===== config.mk =====
export PLATFORM = sky130hd
export DESIGN_NAME = fractal_colorizer
export DESIGN_NICKNAME = d
export VERILOG_FILES = /design/src/rtl/fractal_pkg.sv /design/src/rtl/fractal_colorizer_fifo.sv /design/src/rtl/fractal_colorizer.sv
export SDC_FILE = /design/constraint.sdc
export NUM_CORES = 1
export LEC_CHECK = 0
export BUFFER_PORTS_ARGS = -buffer_cell sky130_fd_sc_hd__buf_4
export CAP_MARGIN = 5
export CORE_UTILIZATION = 55
export CTS_CLUSTER_DIAMETER = 100
export CTS_CLUSTER_SIZE = 24
export DETAILED_ROUTE_END_ITERATION = 10
export GPL_ROUTABILITY_DRIVEN = 0
export PLACE_DENSITY = 0.72
export SETUP_SLACK_MARGIN = 0.5
export SYNTH_ARGS = -nofsm -noshare
export SYNTH_HDL_FRONTEND = slang
export SYNTH_SLANG_ARGS = --single-unit
export TNS_END_PERCENT = 50

===== constraint.sdc =====
create_clock -name clk -period 3.9 [get_ports clk]
set_input_delay 0.585 -clock clk [delete_from_list [all_inputs] [get_ports clk]]
set_output_delay 0.585 -clock clk [all_outputs]
set_load 0.02 [all_outputs]

===== src/rtl/fractal_pkg.sv =====
// fractal_pkg: shared constants, types and palette helpers for fractal_colorizer.
package fractal_pkg;

  // Iteration count reported for points that never escaped.
  localparam logic [7:0] MAX_ITER = 8'd255;

  // Offset add, then palette read. Fixed by the datapath structure.
  localparam int PIPE_STAGES = 2;

  typedef logic [23:0] rgb_t;

  typedef enum logic [1:0] {
    SYNC,
    PASS,
    DROP
  } colorizer_state_e;

  // One FIFO word: sideband on top, pixel colour below.
  typedef struct packed {
    logic tuser;
    logic tlast;
    rgb_t rgb;
  } fifo_entry_t;

  // Default palette, packed as {R, B, G}: R = idx, G = idx * 2, B = ~idx.
  function automatic rgb_t gradient(input logic [7:0] idx);
    return {idx, ~idx, {idx[6:0], 1'b0}};
  endfunction

  // Whole default palette flattened, entry i at bits [i*24 +: 24].
  function automatic logic [256*24-1:0] gradient_table();
    logic [256*24-1:0] t;
    t = '0;
    for (int i = 0; i < 256; i++) t[i*24 +: 24] = gradient(8'(i));
    return t;
  endfunction

endpackage


===== src/rtl/fractal_colorizer_fifo.sv =====
// colorizer_fifo: synchronous show-ahead FIFO. The head word is visible on
// rdata whenever the FIFO is not empty, and reads as zero when it is empty.
// A pop in the same cycle frees a slot, so full already accounts for it.
module colorizer_fifo
  import fractal_pkg::*;
#(
  parameter int DEPTH = 16,
  parameter int WIDTH = 26
) (
  input  logic             clk,
  input  logic             resetn,
  input  logic             push,
  input  logic [WIDTH-1:0] wdata,
  input  logic             pop,
  output logic [WIDTH-1:0] rdata,
  output logic             full,
  output logic             empty
);

  localparam int PTR_W = $clog2(DEPTH);
  localparam int LVL_W = PTR_W + 1;

  logic [WIDTH-1:0] mem [DEPTH];
  logic [PTR_W-1:0] wr_ptr;
  logic [PTR_W-1:0] rd_ptr;
  logic [LVL_W-1:0] level;
  logic             do_push;
  logic             do_pop;

  assign empty   = (level == '0);
  assign do_pop  = pop && !empty;
  assign full    = (level == LVL_W'(DEPTH)) && !do_pop;
  assign do_push = push && !full;
  assign rdata   = empty ? '0 : mem[rd_ptr];

  // Storage write.
  // NOTE: the storage array has no reset; only pointers and level do, which
  // keeps it mappable to RAM and is enough because empty masks stale words.
  always_ff @(posedge clk) begin
    if (do_push) mem[wr_ptr] <= wdata;
  end

  // Pointer and occupancy bookkeeping.
  // NOTE: sequential state is always assigned with <= so every register sees
  // the pre-edge values of the others, regardless of statement order.
  always_ff @(posedge clk or negedge resetn) begin
    if (!resetn) begin
      wr_ptr <= '0;
      rd_ptr <= '0;
      level  <= '0;
    end else begin
      if (do_push) wr_ptr <= wr_ptr + PTR_W'(1);
      if (do_pop)  rd_ptr <= rd_ptr + PTR_W'(1);
      case ({do_push, do_pop})
        2'b10:   level <= level + LVL_W'(1);
        2'b01:   level <= level - LVL_W'(1);
        default: level <= level;
      endcase
    end
  end

endmodule


===== src/rtl/fractal_colorizer.sv =====
// fractal_colorizer: maps the generator's iteration-count stream through a
// rotated 256-entry palette and emits whole frames on AXI4-Stream video.
// Build option FRACTAL_PALETTE_RAM_EN: palette becomes a writable 256x24 RAM
// (pal_* ports) seeded with the gradient; otherwise the gradient is fixed.
module fractal_colorizer
  import fractal_pkg::*;
#(
  parameter int FIFO_DEPTH = 16  // power of two, at least 4
) (
  input  logic        clk,
  input  logic        resetn,
  input  logic [7:0]  data_in,
  input  logic        frame_start_in,
  input  logic        line_end_in,
  input  logic        data_enable_in,
  input  logic [7:0]  color_offset,
  input  logic        overflow_clr,
`ifdef FRACTAL_PALETTE_RAM_EN
  input  logic        pal_we,
  input  logic [7:0]  pal_addr,
  input  logic [23:0] pal_wdata,
`endif
  output logic [23:0] m_axis_tdata,
  output logic        m_axis_tuser,
  output logic        m_axis_tlast,
  output logic        m_axis_tvalid,
  input  logic        m_axis_tready,
  output logic        overflow
);

  // ---------------- stage 1: offset add ----------------
  logic [7:0] offset_q;
  logic [7:0] offset_sel;
  logic       s1_valid;
  logic [7:0] s1_idx;
  logic       s1_interior;
  logic       s1_fs;
  logic       s1_le;

  // The frame-start pixel already uses the offset it latches.
  assign offset_sel = (data_enable_in && frame_start_in) ? color_offset : offset_q;

  // Latch the per-frame offset and register the rotated palette index.
  always_ff @(posedge clk or negedge resetn) begin
    if (!resetn) begin
      offset_q    <= '0;
      s1_valid    <= 1'b0;
      s1_idx      <= '0;
      s1_interior <= 1'b0;
      s1_fs       <= 1'b0;
      s1_le       <= 1'b0;
    end else begin
      if (data_enable_in && frame_start_in) offset_q <= color_offset;
      s1_valid    <= data_enable_in;
      s1_idx      <= data_in + offset_sel;
      s1_interior <= (data_in == MAX_ITER);
      s1_fs       <= frame_start_in;
      s1_le       <= line_end_in;
    end
  end

  // ---------------- palette ----------------
  rgb_t pal_rgb;

`ifdef FRACTAL_PALETTE_RAM_EN
  // Flattened 256x24 store; power-up contents are the gradient and reset
  // leaves it alone so a loaded palette survives a stream resync.
  logic [256*24-1:0] pal_q = gradient_table();
  logic [12:0]       pal_rd_base;
  logic [12:0]       pal_wr_base;

  assign pal_rd_base = 13'({s1_idx, 4'b0})   + 13'({s1_idx, 3'b0});
  assign pal_wr_base = 13'({pal_addr, 4'b0}) + 13'({pal_addr, 3'b0});
  assign pal_rgb     = pal_q[pal_rd_base +: 24];

  // Palette write; a same-cycle read of that address still sees old data.
  always_ff @(posedge clk) begin
    if (pal_we) pal_q[pal_wr_base +: 24] <= pal_wdata;
  end
`else
  assign pal_rgb = gradient(s1_idx);
`endif

  // ---------------- stage 2: palette read ----------------
  logic s2_valid;
  rgb_t s2_rgb;
  logic s2_fs;
  logic s2_le;

  // Register the colour (black for interior points) and delay the sideband.
  always_ff @(posedge clk or negedge resetn) begin
    if (!resetn) begin
      s2_valid <= 1'b0;
      s2_rgb   <= '0;
      s2_fs    <= 1'b0;
      s2_le    <= 1'b0;
    end else begin
      s2_valid <= s1_valid;
      s2_rgb   <= s1_interior ? '0 : pal_rgb;
      s2_fs    <= s1_fs;
      s2_le    <= s1_le;
    end
  end

  // ---------------- write control ----------------
  colorizer_state_e state;
  colorizer_state_e state_nx;
  logic             fifo_full;
  logic             fifo_empty;
  logic             fifo_pop;
  logic             push;
  logic             drop;
  fifo_entry_t      wr_entry;
  fifo_entry_t      rd_entry;

  assign fifo_pop = m_axis_tvalid && m_axis_tready;
  assign wr_entry = '{tuser: s2_fs, tlast: s2_le, rgb: s2_rgb};

  // One write/discard decision per stage-2 pixel; SYNC discards are silent.
  // NOTE: every output gets a default before the case so no latch is inferred.
  always_comb begin
    push     = 1'b0;
    drop     = 1'b0;
    state_nx = state;
    if (s2_valid) begin
      unique case (state)
        SYNC: begin
          if (s2_fs && !fifo_full) begin
            push     = 1'b1;
            state_nx = PASS;
          end
        end
        PASS: begin
          if (fifo_full) begin
            drop     = 1'b1;
            state_nx = DROP;
          end else begin
            push = 1'b1;
          end
        end
        DROP: begin
          if (s2_fs && !fifo_full) begin
            push     = 1'b1;
            state_nx = PASS;
          end else begin
            drop = 1'b1;
          end
        end
        default: state_nx = SYNC;
      endcase
    end
  end

  // FSM state and sticky overflow flag; a drop beats a same-cycle clear.
  always_ff @(posedge clk or negedge resetn) begin
    if (!resetn) begin
      state    <= SYNC;
      overflow <= 1'b0;
    end else begin
      state <= state_nx;
      if (drop)              overflow <= 1'b1;
      else if (overflow_clr) overflow <= 1'b0;
    end
  end

  colorizer_fifo #(
    .DEPTH (FIFO_DEPTH),
    .WIDTH ($bits(fifo_entry_t))
  ) u_fifo (
    .clk    (clk),
    .resetn (resetn),
    .push   (push),
    .wdata  (wr_entry),
    .pop    (fifo_pop),
    .rdata  (rd_entry),
    .full   (fifo_full),
    .empty  (fifo_empty)
  );

  assign m_axis_tvalid = !fifo_empty;
  assign m_axis_tuser  = rd_entry.tuser;
  assign m_axis_tlast  = rd_entry.tlast;
  assign m_axis_tdata  = rd_entry.rgb;

endmodule

# Word-level counts from Yosys, hierarchy flattened
# Memory sizes are Yosys's and may differ from the RTL's.
# Index checks and enable logic that the tools add are counted.
[word_totals] register_bits=63 mem_bits_rw=416 inputBits=23 out_inout_bits=28 elab_cells=64 memories=1
[mem_list] memory="u_fifo.mem" depth=16 width=26 read_ports=1 rd_clocked_by_memory_dff=0 wr=1 line_no="fractal_colorizer_fifo.sv:23" text="logic [WIDTH-1:0] mem [DEPTH];"
[classes] add_sub_neg=5 eq_ne=8 n_mux=19 bitwise=1 n_reduce_logical=15
[ops] op="$mux 26" n=1
[ops] op="$mux 24" n=1
[ops] op="$mux 1" n=10
[ops] op="$pmux 5 s2" n=1
[ops] op="$add 4x1->4 const B" n=2
[ops] op="$add 8x8->8" n=1
[ops] op="$eq 8x8->1 const B" n=1
[ops] op="$mux 8" n=1
[ops] op="$not 8->8" n=1
[ops] op="$logic_and 1x1->1" n=6
[ops] op="$add 5x1->5 const B" n=1
[ops] op="$eq 5x5->1 const B" n=1
[ops] op="$logic_not 5->1" n=1
[ops] op="$sub 5x1->5 const B" n=1
[ops] op="$eq 2x1->1 const B" n=2
[ops] op="$eq 2x2->1 const B" n=2
[ops] op="$mux 2" n=2
[ops] op="$ne 2x1->1 const B" n=2
[ops] op="$pmux 1 s2" n=2
[ops] op="$pmux 2 s2" n=1
[ops] op="$reduce_bool 2->1" n=2
[ops] op="$logic_not 1->1" n=3
[ops] op="$reduce_and 3->1" n=1
[ops] op="$logic_not 2->1" n=1
[ops] op="$reduce_or 2->1" n=1

# Longest topological paths before layout
# Gate-level depths: netlist (run 1).
[logic_depth] ltp_word=14 ltp_mapped=13 depth_no_buf=12

# Modules after synthesis
# A second synthesis (run 1) with hierarchy kept.
[unflattened] hier_cells=895 area_unflattened_um2=18465.2
[modules_own_cells] module="colorizer_fifo" instances=1 cells_each=766 area_per_inst_um2=16773.6 seq_area_each_um2=12817.3
[modules_own_cells] module="fractal_colorizer" instances=1 cells_each=129 area_per_inst_um2=1691.6 seq_area_each_um2=1051.0

# Worst setup path after synthesis (run 1)
# Ideal clock, no wire load.
[synth_timing] kind="register to register" from="register state[0]" to="memory u_fifo.mem[3][10] (enable)" setup_time_ps=416 arrival_time_ps=2658 required_ps=3484 setup_slack_ps=826 path_stages_with_launch=7 path_buffers=0 period_less_slack_ps=3074 path_cell_list="dfrtp_1 > inv_1 > ha_1 > o21ai_0 > a221oi_4 > nand2_1 > nor3_1"
[synth_between] elab_chain_len=7 elab_cells_between_ends=9 classes_between="eq/ne: 2; mux: 4; reduce/logical: 3"
[synth_lines] element="from (decl)" line_no="fractal_colorizer.sv:106" text="colorizer_state_e state;"
[synth_lines] element="from (signal assigned)" line_no="fractal_colorizer.sv:160" text="state <= state_nx;"
[synth_lines] element="$eq 2x2->1 or $logic_not 2->1 (tied branches)" line_no="fractal_colorizer.sv:126" text="unique case (state)"
[synth_lines] element="$reduce_or 2->1 (no source line)"
[synth_lines] element="$pmux 1 s2 *" line_no="fractal_colorizer.sv:126"
[synth_lines] element="$mux 1 *" line_no="fractal_colorizer.sv:125" text="if (s2_valid) begin"
[synth_lines] element="$logic_and 1x1->1 *" line_no="fractal_colorizer_fifo.sv:33" text="assign do_push = push && !full;"
[synth_lines] element="$mux 1 *" line_no="fractal_colorizer_fifo.sv:40" text="if (do_push) mem[wr_ptr] <= wdata;"
[synth_lines] element="$mux 1 (implied by the code) *" line_no="fractal_colorizer_fifo.sv:40"
[synth_lines] element="to (decl)" line_no="fractal_colorizer_fifo.sv:23"
# Every way passes the cells marked *; elsewhere a longest branch is shown, timed or not.

# Final worst setup path (run 1)
[layout_timing] from="register u_fifo.rd_ptr[0]" to="output port m_axis_tdata[4]"
[layout_between] elab_chain_len=2
[layout_lines] element="from (decl)" line_no="fractal_colorizer_fifo.sv:25" text="logic [PTR_W-1:0] rd_ptr;"
[layout_lines] element="from (signal assigned)" line_no="fractal_colorizer_fifo.sv:53" text="if (do_pop) rd_ptr <= rd_ptr + PTR_W'(1);"
[layout_lines] element="$mem_v2 16x26"
[layout_lines] element="$mux 26" line_no="fractal_colorizer_fifo.sv:34" text="assign rdata = empty ? '0 : mem[rd_ptr];"
[layout_lines] element="to (decl)" line_no="fractal_colorizer.sv:23" text="output logic [23:0] m_axis_tdata,"
# Every way passes these cells.

==> results by group, run 1 <==
Worst setup path
  • Flop-to-flop setup slack: 0.87 ns
  • FF-to-FF End: u_fifo.level[4]
  • Setup crit start kind: flop
  • Critical path class: flop to primary output
  • Crit end category: primary output
  • Worst Setup SP: u_fifo.rd_ptr[0]
  • Crit-path max FO: 18
  • Crit-path slowest cell: dfrtp_4
  • Crit-path cells: buf_4, mux4_2, mux2i_1, o22ai_1, buf_4
  • Most used cell, CP: buf_4
  • Worst Path Required: 3.31 ns
  • Crit path DAT: 2.67 ns
  • FF-to-FF Start: s2_fs
  • R2R depth: 10
  • CP max stage delay: 0.72 ns

Power and ir drop
  • Leak pwr: 5.14 nW
  • Pwr dens: 722 mW/mm^2
  • Power share of the sequential group: 49.0%
  • Peak VDD IR: 0.426 mV
  • Power, Total: 10.8 mW
  • Sw Ratio: 32.6%
  • Comb pwr share: 32.4%
  • Clock power frac: 18.6%
  • Switch Pwr: 3.53 mW
  • Pint: 7.29 mW

Placement
  • DP HPWL: 16.4 mm
  • Port bufs: 49
  • Worst slack, placed: 0.880 ns

Synthesis
  • Synth top area share: 63.9%
  • Avg Inst Size Synth: 20.1 sq um
  • Syn Inst Count: 674
  • Post-synth top area cell: edfxtp_1
  • Syn nets: 717
  • Ys Warns: 0
  • Synthesized area: 0.0135 sq mm
  • Synth Register Bits: 343
  • Post-synth ARST share: 16.0%
  • Post-synth EDFFs: 288
  • Synth Flop Type: edfxtp_1
  • Seq/Total Area, Yosys: 74.0%
  • Synth top area cells: edfxtp_1 64%, mux4_2 12%, dfrtp_1 10%
  • Netlist cell types: 46

Routing
  • Drt drc: 0
  • Initial DRC count: 676
  • Vias: 6,364
  • DR pass1 iterations: 5
  • Drt via density: 5.93
  • Number of routed nets with antenna violations: 0
  • WL/cell: 23.7 um
  • Detailed Route WL: 25.5 mm

Timing
  • Final Critical Period: 3.26 ns
  • RSZ-0062 raised after global routing: no
  • Final hold slack: 0.112 ns
  • Slew headroom: 55.0%
  • FMAX: 307 MHz
  • Setup TNS: 0 ns
  • Period utilization: 83.5%
  • Final hold viol count: 0
  • Final-report max-slew violation count: 0
  • Final number of setup-violating endpoints: 0
  • Clock Skews: 0.0214 ns
  • Final Worst Setup Slack: 0.642 ns
  • Measured slew at the worst slew-check pin: 0.675 ns

Clock tree
  • CTS tree: yes
  • CTS max path bufs: 3
  • Num CTS Buffers: 18
  • H-tree depth: 1
  • Worst skew pair latency: 0.51 ns
  • Clock transition at path regs: 0.09 ns
  • Clock root cell: clkbuf_16
  • CTS sink cnt: 343
  • CTS Hold Bufs: 0

Global route
  • GRT Residual Overflow: 0
  • Global-route wire length before repair: 39.3 mm
  • Initial antenna violation count: 0
  • GRT Util Overall: 20.6%
  • Vias in the first global route: 6,732
  • Pin count of the biggest net entering global routing: 56

Floorplanning
  • Cell Rows: 57
  • CORE AREA: 0.0242 sq mm
  • Die Ht: 159 um
  • Initial Utilization: 55.8%
  • IO Pins: 51
  • Die Wd: 159 um
  • Die ar.: 0.0253 sq mm

Layout
  • Diodes inserted: 0
  • # fillers: 1,734
  • Final core utilization: 61.8%
  • Commonest non-fill, non-tap cell in the layout: edfxtp_1
  • Commonest non-fill, non-tap cells in the layout: 288 x edfxtp_1, 77 x buf_4, 72 x mux4_2
  • Final net count: 780
  • Layout cells sized above 1: 27.5%
  • Syn-to-layout area delta: 10.7%

Status
  • Status: complete, no violations

Hold path
  • Min-delay worst type: input pin to asynchronous set/reset pin

Flow run
  • Max-Cap Viols: 0
Yosys cell counts (6+ instances only):
master / n
edfxtp_1: 288
mux4_2: 72
dfrtp_1: 55
mux2i_1: 37
nor2_1: 26
o22ai_1: 20
ha_1: 19
inv_1: 15
buf_4: 13
nor2b_1: 11
buf_1: 9
buf_2: 9
nand2_1: 9
xnor2_1: 9
a21oi_1: 8
mux2_2: 8
o21ai_0: 8
nor3_1: 7
xor2_1: 7
nand2b_1: 6
worst max-delay path: cells and delay by family, from the launching register on:
kind | cells | cell delay, ns
AO/OA/AOI/OAI | 1 | 0.15
flip-flops | 1 | 0.72
multiplexers | 2 | 0.80
buffers and inverters | 2 | 0.49
final cells by class:
cell class	count	area, sq um	share of cell area, %
flip-flops and latches	343	10000	66.9
repair buffers	80	646	4.31
clock buffers	31	520	3.47
multi-input cells	279	3310	22.1
clock inverters	1	20.0	0.134
inverters	15	56.3	0.376
well taps	324	405	2.70
state kept, by name, indices dropped and copies added, names as in the netlist, 2 cells and up:
signal,cells
u_fifo.rd_ptr,4
u_fifo.mem,288
u_fifo.level,5
s1_idx,8
u_fifo.wr_ptr,4
s2_rgb,16
state,2
offset_q,8
timing repair:
action                     4_1_cts  5_1_grt
gates cloned                     0        0
hold endpoints to repair         0        0
gates resized for setup          1        1
setup endpoints to repair       15        1
pin swaps                        0        0
buffers inserted                 1        0
how the worst max path moves through the flow:
stage | to | slack (ns) | cells after the start
2_1_floorplan | u_fifo.mem[3][10] | 0.83 | 6
3_3_place_gp | m_axis_tdata[11] | 1.00 | 5
3_5_place_dp | u_fifo.level[4] | 0.88 | 10
4_1_cts | m_axis_tdata[10] | 0.57 | 5
5_1_grt | m_axis_tdata[4] | 0.55 | 5
6_report | m_axis_tdata[4] | 0.64 | 5
per-layer routing:
metal | up-vias | GRT usage, % | wire [um]
met4 | 0 | 4.24 | 431
met3 | 36 | 2.12 | 1220
met2 | 214 | 35.2 | 12900
met5 | - | 0 | 0
met1 | 3313 | 29.3 | 10900
li1 | 2801 | - | -
cell families after synthesis:
family,Yosys count,synth area share (%)
xor+xnor,17,1.20
other cells,1,0.0277
mux,119,15.6
buf+inv,52,1.94
flops,343,74.0
simple gates,72,2.86
fa+ha+maj,20,1.90
compound gates,50,2.48
power by group through the flow:
stage	sequential (mW)	combinational [mW]	clock, mW
after floorplan	4.98	2.68	0
after global placement	5.34	3.38	0
after detailed placement	5.41	3.46	0
after CTS	5.29	3.56	2.05
after global routing	5.37	3.74	2.17
final	5.30	3.51	2.01
metrics by stage:
| stage | cells | instance area [sq um] |
|---|---|---|
| finish | 1073 | 15000 |
| global placement | 1040 | 14400 |
| global route | 1073 | 15000 |
| CTS | 1073 | 15000 |
| floorplan | 674 | 13500 |
| detailed placement | 1040 | 14400 |
Power figures use the tool's default switching activity.
==> run 2: changes to the inputs <==
ABC_AREA = 1   (was unset)
clock period = 3.4 ns   (was 3.9 ns; I/O delays follow)
==> results by group, run 2 <==
Synthesis
  • Post-synth EDFFs: 288 (unchanged)
  • Post-synth ARST share: 16.0% (unchanged)
  • Synthesized area: 0.0143 sq mm (+5.4%)
  • Synth Flop Type: edfxtp_1
  • Most frequent cell after synthesis: nand2_1
  • Ys Warns: 0 (unchanged)
  • Synth top area share: 60.6% (-3.3 points)
  • Netlist cell types: 32 (-30%)
  • Seq/Total Area, Yosys: 70.2% (-3.8 points)
  • Top cells by count, synth: 430 x nand2_1, 288 x edfxtp_1, 234 x nand3_1
  • Avg Inst Size Synth: 11.4 sq um (-43%)
  • Post-synth top area cell: edfxtp_1
  • Syn nets: 1,294 (+80%)
  • Synth top area cells: edfxtp_1 61%, nand2_1 11%, dfrtp_1 9.6%
  • Synth Register Bits: 343 (unchanged)
  • Syn Inst Count: 1,251 (+86%)

Routing
  • Detailed Route WL: 33.1 mm (+30%)
  • Drt via density: 5.73 (-3.3%)
  • Metal2 WL: 16.9 mm (+30%)
  • Drt drc: 0 (unchanged)
  • Top Layer Used: met5
  • Number of routed nets with antenna violations: 0 (unchanged)
  • Post-Route M1 WL: 13.2 mm (+21%)
  • DR pass1 iterations: 5 (unchanged)
  • DR WL met3: 2.40 mm (+97%)
  • Vias: 9,374 (+47%)
  • Initial DRC count: 889 (+32%)
  • WL/cell: 20.3 um (-15%)

Clock tree
  • CTS sink cnt: 343 (unchanged)
  • CTS max path bufs: 3 (unchanged)
  • Clock root cell: clkbuf_16
  • H-tree depth: 1 (unchanged)
  • Clock transition at path regs: 0.09 ns (about the same)
  • CTS Hold Bufs: 0 (unchanged)
  • Num CTS Buffers: 18 (unchanged)
  • Worst skew pair latency: 0.52 ns (about the same)
  • CTS tree: yes

Layout
  • Largest register FFs: 288 (unchanged)
  • Diodes inserted: 0 (unchanged)
  • # fillers: 1,886 (+8.8%)
  • Top Registers: u_fifo.mem: 288 flops, s2_rgb: 16 flops
  • Commonest non-fill, non-tap cell in the layout: nand2_1
  • Commonest non-fill, non-tap cells in the layout: 430 x nand2_1, 288 x edfxtp_1, 234 x nand3_1
  • Biggest register: u_fifo.mem
  • Final net count: 1,337 (+71%)
  • Layout cells sized above 1: 12.1% (-15 points)
  • Syn-to-layout area delta: 10.5%
  • Finished Layout Cells: 1,635 (+52%)

Timing
  • Final number of setup-violating endpoints: 0 (unchanged)
  • RSZ-0062 raised after global routing: yes
  • FMAX: 352 MHz
  • Setup TNS: 0 ns (unchanged)
  • Period utilization: 83.7%
  • Measured slew at the worst slew-check pin: 0.749 ns (+0.0739 ns)
  • Final hold slack: 0.0436 ns (-0.0679 ns)
  • Slew headroom: 50.1% (-4.9 points)
  • Final hold viol count: 0 (unchanged)
  • Final Critical Period: 2.84 ns
  • Final-report max-slew violation count: 0 (unchanged)
  • Clock Skews: 0.0281 ns (+0.00672 ns)

Floorplanning
  • CORE AREA: 0.0253 sq mm (+4.4%)
  • Die ar.: 0.0266 sq mm (+5.3%)
  • Cell Rows: 58 (+1.8%)
  • Die Ht: 163 um (+2.6%)
  • Die Wd: 163 um (+2.6%)
  • Initial Utilization: 56.4% (+0.51 points)
  • IO Pins: 51 (unchanged)

Placement
  • DP HPWL: 18.0 mm (+10%)
  • DP Cell Count: 1,593 (+53%)
  • Port bufs: 49 (unchanged)

Worst setup path
  • Crit path DAT: 2.33 ns (-0.34 ns)
  • Worst Path Required: 2.89 ns (-0.42 ns)
  • Crit-path max FO: 16 (-2)
  • Setup crit start kind: flop
  • Critical path class: flop to primary output
  • Crit end category: primary output

Global route
  • GRT Residual Overflow: 0 (unchanged)
  • Vias in the first global route: 8,963 (+33%)
  • Initial antenna violation count: 1 (+1)
  • Global-route wire length before repair: 50.2 mm (+28%)
  • GRT Util Overall: 25.3% (+4.6 points)
  • Pin count of the biggest net entering global routing: 56 (unchanged)

Power and ir drop
  • Leak pwr: 6.13 nW (+19%)
  • Pwr dens: 861 mW/mm^2 (+19%)
  • Peak VDD IR: 0.613 mV (+44%)

Status
  • Status: complete, no violations

Hold path
  • Min-delay worst type: input pin to asynchronous set/reset pin

Flow run
  • Max-Cap Viols: 0 (unchanged)
==> run 2: cell count changes after synthesis, sizes merged, moves of 9 or more <==
cell / delta
a21oi: +14
buf: +25
clkbuf: +9
inv: +28
mux2i: -37
mux4: -72
nand2: +423
nand3: +235
nor2: +17
nor2b: -11
o22ai: -19
==> run 2: cells by family after synthesis <==
kind of cell    share of synthesized area [%]
mux                                     0.473
buf+inv                                  3.99
flops                                    70.2
compound gates                           1.51
fa+ha+maj                                1.81
other cells                            0.0263
xor+xnor                                0.798
simple gates                             21.2
==> run 2: final timing paths <==
| path | to | from | cells after the start | slack, ns |
|---|---|---|---|---|
| max | m_axis_tdata[10] | u_fifo.rd_ptr[0] | 9 | 0.56 |
| min | offset_q[6] | resetn | 1 | 0.04 |
| max reg2reg | u_fifo.mem[0][18] | s2_fs | 6 | 0.89 |
| min reg2reg | s2_fs | s1_fs | 0 | 0.36 |
| max in group asynchronous | u_fifo.rd_ptr[0] | resetn | 1 | 2.78 |
| min in group clk | s1_le | line_end_in | 1 | 0.12 |
==> run 2: stage by stage <==
stage	utilization (%)	instance area (sq um)	setup WS, ns	power, mW
floorplan	-	14300	1.09	9.28
global placement	59.2	15000	0.859	10.8
detailed placement	59.2	15000	0.813	10.9
CTS	62.0	15700	0.501	13.4
global route	62.3	15800	0.483	14.4
finish	62.3	15800	0.555	13.6
==> run 2: layout make-up <==
| cell class | instances | area (sq um) | area share, % |
|---|---|---|---|
| flip-flops and latches | 343 | 10000 | 63.6 |
| multi-input cells | 794 | 3740 | 23.7 |
| repair buffers | 93 | 866 | 5.49 |
| clock buffers | 30 | 517 | 3.28 |
| well taps | 330 | 413 | 2.62 |
| inverters | 43 | 179 | 1.13 |
| clock inverters | 1 | 16.3 | 0.103 |
| repair inverters | 1 | 8.76 | 0.0555 |
==> run 2: report_power, final <==
group          total (mW)  internal [mW]  switching [mW]
combinational        5.45           1.93            3.52
sequential           5.80           5.28           0.525
clock                2.33           1.06            1.27
==> run 2: routing by layer <==
metal  vias up  global-route usage (%)
met4         2                    7.99
met2       419                    43.6
met1      4555                    33.7
li1       4342                       -
met5         -                       0
met3        56                    2.72
==> run 2: repair_timing <==
| action | CTS | global route |
|---|---|---|
| hold endpoints to repair | 0 | 0 |
| gates cloned | 2 | 3 |
| endpoints found under the setup margin | 25 | 22 |
| pin swaps | 0 | 1 |
| gates resized for setup | 11 | 7 |
| setup buffers | 5 | 1 |
==> run 2: worst max-delay path: stages, from the launching register on <==
cell and delay, ns:
dfrtp_4 0.57, inv_12 0.16, buf_4 0.22, nand2_1 0.07, nand3_1 0.07, nand3_1 0.08, nand2_1 0.09, nand2_1 0.05
a21oi_1 0.28, buf_4 0.21
